[src/rtl/text_banner_reader_pkg.sv]
// text_banner_reader_pkg: banner geometry, colours and FSM encoding shared with ROM and RGB mux
package text_banner_reader_pkg;
   localparam int WIDTH = 210;
   localparam int ROWS = 25;
   localparam int X0 = 215;
   localparam int Y0 = 40;
   localparam logic [7:0] FG_RGB = 8'hFF;
   localparam logic [7:0] BG_RGB = 8'h00;
   typedef enum logic [1:0] {IDLE = 2'b00, FETCH = 2'b01, SHIFT = 2'b10} state_t;
endpackage

[src/rtl/text_row_shifter.sv]
// text_row_shifter: parallel-load MSB-first shift register with bit counter
module text_row_shifter #(
   parameter int WIDTH = text_banner_reader_pkg::WIDTH
) (
   input  logic             clk,
   input  logic             reset,
   input  logic             load,
   input  logic             shift,
   input  logic [WIDTH-1:0] din,
   output logic             msb,
   output logic             last
);
   logic [WIDTH-1:0] sreg;
   logic [7:0] count;
   always_ff @(posedge clk) begin
      if (reset) begin
         sreg <= '0;
         count <= '0;
      end else if (load) begin
         sreg <= din;
         count <= '0;
      end else if (shift) begin
         sreg <= sreg << 1;
         count <= count + 8'd1;
      end
   end
   assign msb = sreg[WIDTH-1];
   assign last = count == 8'(WIDTH - 1);
endmodule

[src/rtl/text_banner_reader.sv]
// text_banner_reader: fetches one bitmap ROM row per banner line and streams it as text_on/rgb_text
module text_banner_reader
   import text_banner_reader_pkg::*;
#(
   parameter int X0 = text_banner_reader_pkg::X0,
   parameter int Y0 = text_banner_reader_pkg::Y0,
   parameter int WIDTH = text_banner_reader_pkg::WIDTH,
   parameter int ROWS = text_banner_reader_pkg::ROWS,
   parameter logic [7:0] FG_RGB = text_banner_reader_pkg::FG_RGB,
   parameter logic [7:0] BG_RGB = text_banner_reader_pkg::BG_RGB
) (
   input  logic             clk,
   input  logic             reset,
   input  logic             pixel_tick,
   input  logic             video_on,
   input  logic [9:0]       pixel_x,
   input  logic [9:0]       pixel_y,
   output logic [7:0]       rom_addr,
   input  logic [WIDTH-1:0] rom_data,
   output logic             text_on,
   output logic [7:0]       rgb_text
);
   localparam logic [9:0] X_TRIG = 10'(X0 - 2);
   localparam logic [9:0] Y_TOP = 10'(Y0);
   localparam logic [9:0] Y_END = 10'(Y0 + ROWS);
   state_t state, state_nx;
   logic [7:0] addr_nx, row;
   logic row_in, load, shift, msb, last, text_nx;
   assign row_in = (pixel_y >= Y_TOP) && (pixel_y < Y_END);
   assign row = pixel_y[7:0] - Y_TOP[7:0];
   text_row_shifter #(.WIDTH(WIDTH)) u_shifter (
      .clk(clk), .reset(reset), .load(load), .shift(shift),
      .din(rom_data), .msb(msb), .last(last)
   );
   always_comb begin
      state_nx = state;
      addr_nx = rom_addr;
      load = 1'b0;
      shift = 1'b0;
      text_nx = 1'b0;
      if (pixel_tick) begin
         case (state)
            IDLE: if (row_in && pixel_x == X_TRIG) begin
               addr_nx = row;
               state_nx = FETCH;
            end
            FETCH: begin
               load = 1'b1;
               state_nx = SHIFT;
            end
            SHIFT: begin
               shift = 1'b1;
               text_nx = msb & video_on;
               state_nx = last ? IDLE : SHIFT;
            end
            default: state_nx = IDLE;
         endcase
      end
   end
   always_ff @(posedge clk) begin
      if (reset) begin
         state <= IDLE;
         rom_addr <= '0;
         text_on <= 1'b0;
         rgb_text <= BG_RGB;
      end else if (pixel_tick) begin
         state <= state_nx;
         rom_addr <= addr_nx;
         text_on <= text_nx;
         rgb_text <= text_nx ? FG_RGB : BG_RGB;
      end
   end
endmodule

[config.mk]
export PLATFORM = sky130hd
export DESIGN_NAME = text_banner_reader
export DESIGN_NICKNAME = d
export VERILOG_FILES = /design/src/rtl/text_banner_reader_pkg.sv /design/src/rtl/text_row_shifter.sv /design/src/rtl/text_banner_reader.sv
export SDC_FILE = /design/constraint.sdc
export NUM_CORES = 1
export LEC_CHECK = 0
export BUFFER_PORTS_ARGS = -buffer_cell sky130_fd_sc_hd__clkbuf_2
export CAP_MARGIN = 15
export CELL_PAD_IN_SITES_DETAIL_PLACEMENT = 0
export CELL_PAD_IN_SITES_GLOBAL_PLACEMENT = 1
export CORE_ASPECT_RATIO = 0.75
export CORE_MARGIN = 1.5
export CORE_UTILIZATION = 38
export DETAILED_ROUTE_END_ITERATION = 12
export PLACE_DENSITY_LB_ADDON = 0.1
export SLEW_MARGIN = 20
export SYNTH_ARGS = -nofsm -noshare
export SYNTH_HDL_FRONTEND = slang
export SYNTH_SLANG_ARGS = --single-unit
[constraint.sdc]
create_clock -name clk -period 1.7 [get_ports clk]
set_input_delay 0.085 -clock clk [delete_from_list [all_inputs] [get_ports clk]]
set_output_delay 0.085 -clock clk [all_outputs]
set_load 0.02 [all_outputs]
==> results of run 1 <==
-- kinds of logic after synthesis --
family,Yosys count,share of synthesized area
flip-flops,229,0.503
AND/OR/NAND/NOR,261,0.120
AO/OA/AOI/OAI,426,0.294
buffers and inverters,109,0.0594
multiplexers,11,0.0126
adder cells (fa/ha/maj),3,0.00412
XOR/XNOR,7,0.00672
-- stage by stage --
step                      power [mW]  area, um2  cells  hold slack (ns)
final                           11.7      13700   1789           0.0355
after global routing            12.1      13700   1788           0.0548
after CTS                       11.8      13700   1785           0.0185
after detailed placement        5.90      10700   1523            0.349
after global placement          5.90      10700   1523            0.344
after floorplan                 5.58       9120   1046            0.241
-- final timing paths --
path,from,endpoint,slack [ns],cells past startpoint
max,state[0],rom_addr[5],0.11,4
min,pixel_y[7],rom_addr[7],0.04,4
max reg2reg,state[0],rom_addr[5],0.11,4
min reg2reg,u_shifter.sreg[38],u_shifter.sreg[38],0.45,2
-- sequential cells by signal, summed over array words and instances, names as in the netlist --
name and count:
u_shifter.sreg 210, rom_addr 8, state 2, rgb_text 1, u_shifter.count 8
-- report_power, final --
part / internal (mW) / leakage [nW] / switching (mW)
Sequential: 5.37 / 1.84 / 0.0000139
Clock: 3.27 / 0.406 / 2.20
Combinational: 0.545 / 2.81 / 0.289
-- cells in the final DEF (no fill, tap or decap), types with 2 or more instances in the layout --
master / synthesis / layout
diode_2: 0 / 2
bufinv_16: 0 / 2
clkbuf_2: 0 / 249
clkinv_2: 0 / 5
xor2_1: 6 / 6
nand3_1: 3 / 3
nor3_1: 2 / 2
buf_4: 24 / 17
a211oi_1: 5 / 5
a21oi_1: 208 / 208
nand4_1: 3 / 3
ha_1: 3 / 3
and4b_1: 2 / 2
clkbuf_1: 41 / 6
dlygate4sd3_1: 0 / 217
nor2_1: 17 / 17
clkbuf_8: 0 / 6
buf_12: 0 / 16
nor4b_1: 4 / 2
inv_1: 5 / 5
dfxtp_1: 229 / 229
mux2i_1: 7 / 7
nand2_1: 208 / 208
and3b_4: 0 / 2
nor2b_1: 6 / 6
mux2_2: 4 / 4
a22oi_1: 206 / 206
o21ai_0: 2 / 2
clkbuf_16: 0 / 25
nor4b_2: 0 / 2
nand2b_1: 7 / 7
-- per-layer routing --
| layer | wire length [um] | track usage | vias to the layer above |
|---|---|---|---|
| met2 | 12200 | 0.334 | 205 |
| met1 | 12600 | 0.282 | 4205 |
| li1 | - | - | 4608 |
| met3 | 1150 | 0.0338 | 39 |
| met5 | 0 | 0 | - |
| met4 | 531 | 0.0496 | 0 |
-- worst max-delay path, stage by stage (launching register included) --
cell and delay (ns):
dfxtp_1 0.36, nor4b_2 0.28, nand4_1 0.21, a21oi_4 0.27, mux2_2 0.36
-- repair_timing --
item,in CTS,in global routing
resized for setup,0,2
setup endpoints to repair,0,5
setup buffers,0,2
hold buffers,217,0
hold endpoints to repair,217,0
-- area by class of cell --
type | instances | area (um2) | area share
Clock inverter | 8 | 92.6 | 0.00676
Inverter | 5 | 18.8 | 0.00137
Antenna cell | 2 | 5.00 | 0.000365
Timing Repair Buffer | 500 | 3880 | 0.283
Multi-Input combinational cell | 708 | 4010 | 0.293
Clock buffer | 37 | 731 | 0.0534
Tap cell | 300 | 375 | 0.0274
Sequential cell | 229 | 4580 | 0.335
==> flow_summary.ini, run 1 <==
[logic_synthesis]
synth_edf_count = 0
syn_avg_cell_area_um2 = 8.72
ys_types = 37
synth_seq_cells = 229
yosysMostFrequentCell = dfxtp_1
synth_area_leaders = dfxtp_1 (50%), a22oi_1 (17%), a21oi_1 (11%)
synth_top_cell_area_share = 0.503
synth_area_leader_cell = dfxtp_1
ys_top_cells_by_count = dfxtp_1 (229), a21oi_1 (208), nand2_1 (208)
synthArstFlopShare = 0
netlist_area_um2 = 9120
synth_ff_type = dfxtp_1
synth_warnings = 0
synth_fp_nets = 1283
seq_area_frac_synth = 0.503
syn_inst = 1046

[routing]
wl_per_cell_um = 14.8
drc_errors = 0
firstDrtPassIters = 5
drtAntennaViolNets = 0
wl_mm = 26.5
viasPerCell = 5.06
via_count = 9057
drt_iter0_drc = 556

[clock_tree]
clkTransAtPathRegs_ns = 0.06
cts_buffers = 25
cts.root.buffer_cell = clkbuf_16
clkLatencyLatePin_ns = 0.52
cts_buffer_depth = 3
cts_sinks = 229
htreeDepth = 1
cts_tree = built

[setup_path]
critPathMaxFanout = 6
crit_type = reg2reg
worst_setup_path_start_kind = register
critPathCaptureType = register
arrival_ns = 1.98
required_ns = 2.10

[sta]
fmax_ghz = 0.630
hold_viol = 0
tns_ns = 0
period_needed_ns = 1.59
slew_headroom = 0.695
setup_violations = 0
slew_violations = 0
min_period_over_period = 0.934
fin_skew_ns = 0.0122
worstMarginPinSlew_ns = 0.457
setup_ws_ns = 0.113
rsz0062_at_grt = no

[place]
place_ws_ns = 0.0356
io_buffers = 250
hpwl_mm = 15.7
gp_congestion = 0.701

[power]
p_leak_nw = 5.06
p_per_area_nw_per_um2 = 852
peakVddDrop_mv = 0.822

[finish]
drive_above_1_share = 0.223
area_growth_syn_to_layout_pct = 50.2
fillCellCount = 2140
finalNetCount = 1706
post-route-util = 0.588

[global_route]
antenna_found_initial = 1
grt_remaining_overflow = 0
grt_pass1_vias = 8660
grt_max_degree = 96
grt_use_total = 0.204
grt_pass1_wl_mm = 42.6

[floorplan]
row_count = 48
die_y_um = 137
die_x_um = 182
start_util = 0.391
io_pins = 251
coreArea_um2 = 23300
dieArea_um2 = 24900

[run_status]
outcome = complete, no violations

[flow_run]
maxCapViolations = 0

[worst_hold_path]
hp-class = in2reg
(Power assumes the default switching activity.)
==> inputs of run 2 (changes only) <==
--- a/config.mk
+++ b/config.mk
@@ -5,7 +5,7 @@
 export SDC_FILE = /design/constraint.sdc
 export NUM_CORES = 1
 export LEC_CHECK = 0
-export BUFFER_PORTS_ARGS = -buffer_cell sky130_fd_sc_hd__clkbuf_2
+export BUFFER_PORTS_ARGS = -buffer_cell sky130_fd_sc_hd__buf_2
 export CAP_MARGIN = 15
 export CELL_PAD_IN_SITES_DETAIL_PLACEMENT = 0
 export CELL_PAD_IN_SITES_GLOBAL_PLACEMENT = 1
==> run 2 against run 1 <==
Worst setup slack worse by 0.029 ns. Sequential share of layout area is 0.055 points higher. Routed wire length is 0.21% higher. Worst hold slack better by 0.013 ns. Non-clock buffer count is 5 lower. Clock-buffer cell count stayed put. Sequential power hardly changed. Flip-flop and latch count stayed put. Via count is 0.19% lower. Critical endpoint is now rom_addr[4]. Largest power group is now registers.
==> flow_summary.ini, run 2 (synthesis results as in run 1) <==
[run_status]
outcome = complete, no violations

[routing]
wl_met1_mm = 12.7
dr_wl_met3_mm = 1.21
drtAntennaViolNets = 0
drt_iter0_drc = 752
via_count = 9040
wl_mm = 26.5
highest_layer = met4
drc_errors = 0
wl_per_cell_um = 14.9
met2_length_mm = 12.2
firstDrtPassIters = 6
viasPerCell = 5.08

[power]
p_total_mw = 11.5
p_leak_nw = 5.00
p_per_area_nw_per_um2 = 838
peakVddDrop_mv = 0.642

[sta]
min_period_over_period = 0.951
slew_violations = 0
worst_hold_slack_ns = 0.0485
rsz0062_at_grt = no
fmax_ghz = 0.619
fin_skew_ns = 0.00782
hold_viol = 0
period_needed_ns = 1.62
tns_ns = 0
slew_headroom = 0.723
setup_violations = 0
worstMarginPinSlew_ns = 0.415
setup_ws_ns = 0.0838

[global_route]
grt_use_total = 0.205
grt_pass1_vias = 8556
grt_remaining_overflow = 0
grt_pass1_wl_mm = 42.8
antenna_found_initial = 0
grt_max_degree = 85

[setup_path]
arrival_ns = 2.01
cp_slowest_cell = nor4b_1
crit_type = reg2reg
slowest_delay_ns = 0.35
critPathMaxFanout = 4
critPathCaptureType = register
crit_family = simple AND/OR/NAND/NOR gates
path_cells = nor4b_1, nand4_1, a21oi_4, mux2_2
required_ns = 2.09
worst_setup_path_start_kind = register
cp_num_buf_inv = 0

[clock_tree]
cts_setup_buffers = 0
cts_sinks = 229
cts_buffer_depth = 3
htreeDepth = 1
cts_buffers = 24
cts.root.buffer_cell = clkbuf_16
clkLatencyLatePin_ns = 0.51
cts_tree = built
clkTransAtPathRegs_ns = 0.06

[worst_hold_path]
hp-class = in2reg

[finish]
drive_above_1_share = 0.216
diodes = 0
area_growth_syn_to_layout_pct = 50.0
regMostFlops = u_shifter.sreg
design_area_um2 = 13700
largestRegisters = u_shifter.sreg: 210 flops, rom_addr: 8 flops, u_shifter.count: 8 flops
final_cell_mix = buf_2 (249), dfxtp_1 (229), dlygate4sd3_1 (217)
finalNetCount = 1700
largest_register_ffs = 210
post-route-util = 0.587
instances_no_fill = 1779
layout_commonest_cell = buf_2

[place]
place_ws_ns = 0.0898
placed_area_um2 = 10700
gp_congestion = 0.731
hpwl_mm = 15.6
dpl.cell_count = 1520
io_buffers = 250

[floorplan]
dieArea_um2 = 24900
row_count = 48
die_y_um = 137
io_pins = 251
start_util = 0.391
die_x_um = 182
coreArea_um2 = 23300

[flow_run]
maxCapViolations = 0
[run 2: cell count changes in the layout (fill, tap and decap cells not counted), sizes merged]
cell and delta:
clkbuf -249, clkinvlp -1, diode -2, buf +244
clkinv -2
[run 2: layer usage]
layer  up-vias  track usage
li1       4592            -
met1      4209        0.292
met2       211        0.325
met3        28       0.0341
met4         0       0.0441
met5         -            0
[run 2: final timing paths]
check                     startpoint                 end  slack [ns]  cells past startpoint
hold / removal            pixel_y[7]         rom_addr[7]        0.05                      4
hold reg to reg   u_shifter.sreg[33]  u_shifter.sreg[33]        0.45                      2
setup / recovery            state[0]         rom_addr[4]        0.08                      4
setup reg to reg            state[0]         rom_addr[4]        0.08                      4
[run 2: final cells by class]
| class | count | area, um2 |
|---|---|---|
| fillers | 2147 | 9630 |
| flip-flops and latches | 229 | 4580 |
| multi-input cells | 708 | 4000 |
| repair buffers | 495 | 3910 |
| clock buffers | 37 | 711 |
| well taps | 300 | 375 |
| clock inverters | 5 | 75.1 |
| inverters | 5 | 18.8 |
[run 2: worst reg2reg max path, stage by stage, from the launching register on]
cell and delay, ns:
dfxtp_1 0.34, nor4b_1 0.35, nand4_1 0.24, a21oi_4 0.23
mux2_2 0.35
[run 2: power breakdown]
part | internal [mW] | switching, mW
sequential | 5.37 | 0.0000138
combinational | 0.544 | 0.281
clock | 3.17 | 2.10
[run 2: repair_timing]
item                                    CTS  global route
endpoints found under the hold margin   218             0
gates resized for setup                   0             1
hold buffers                            217             0
endpoints found under the setup margin    0             1
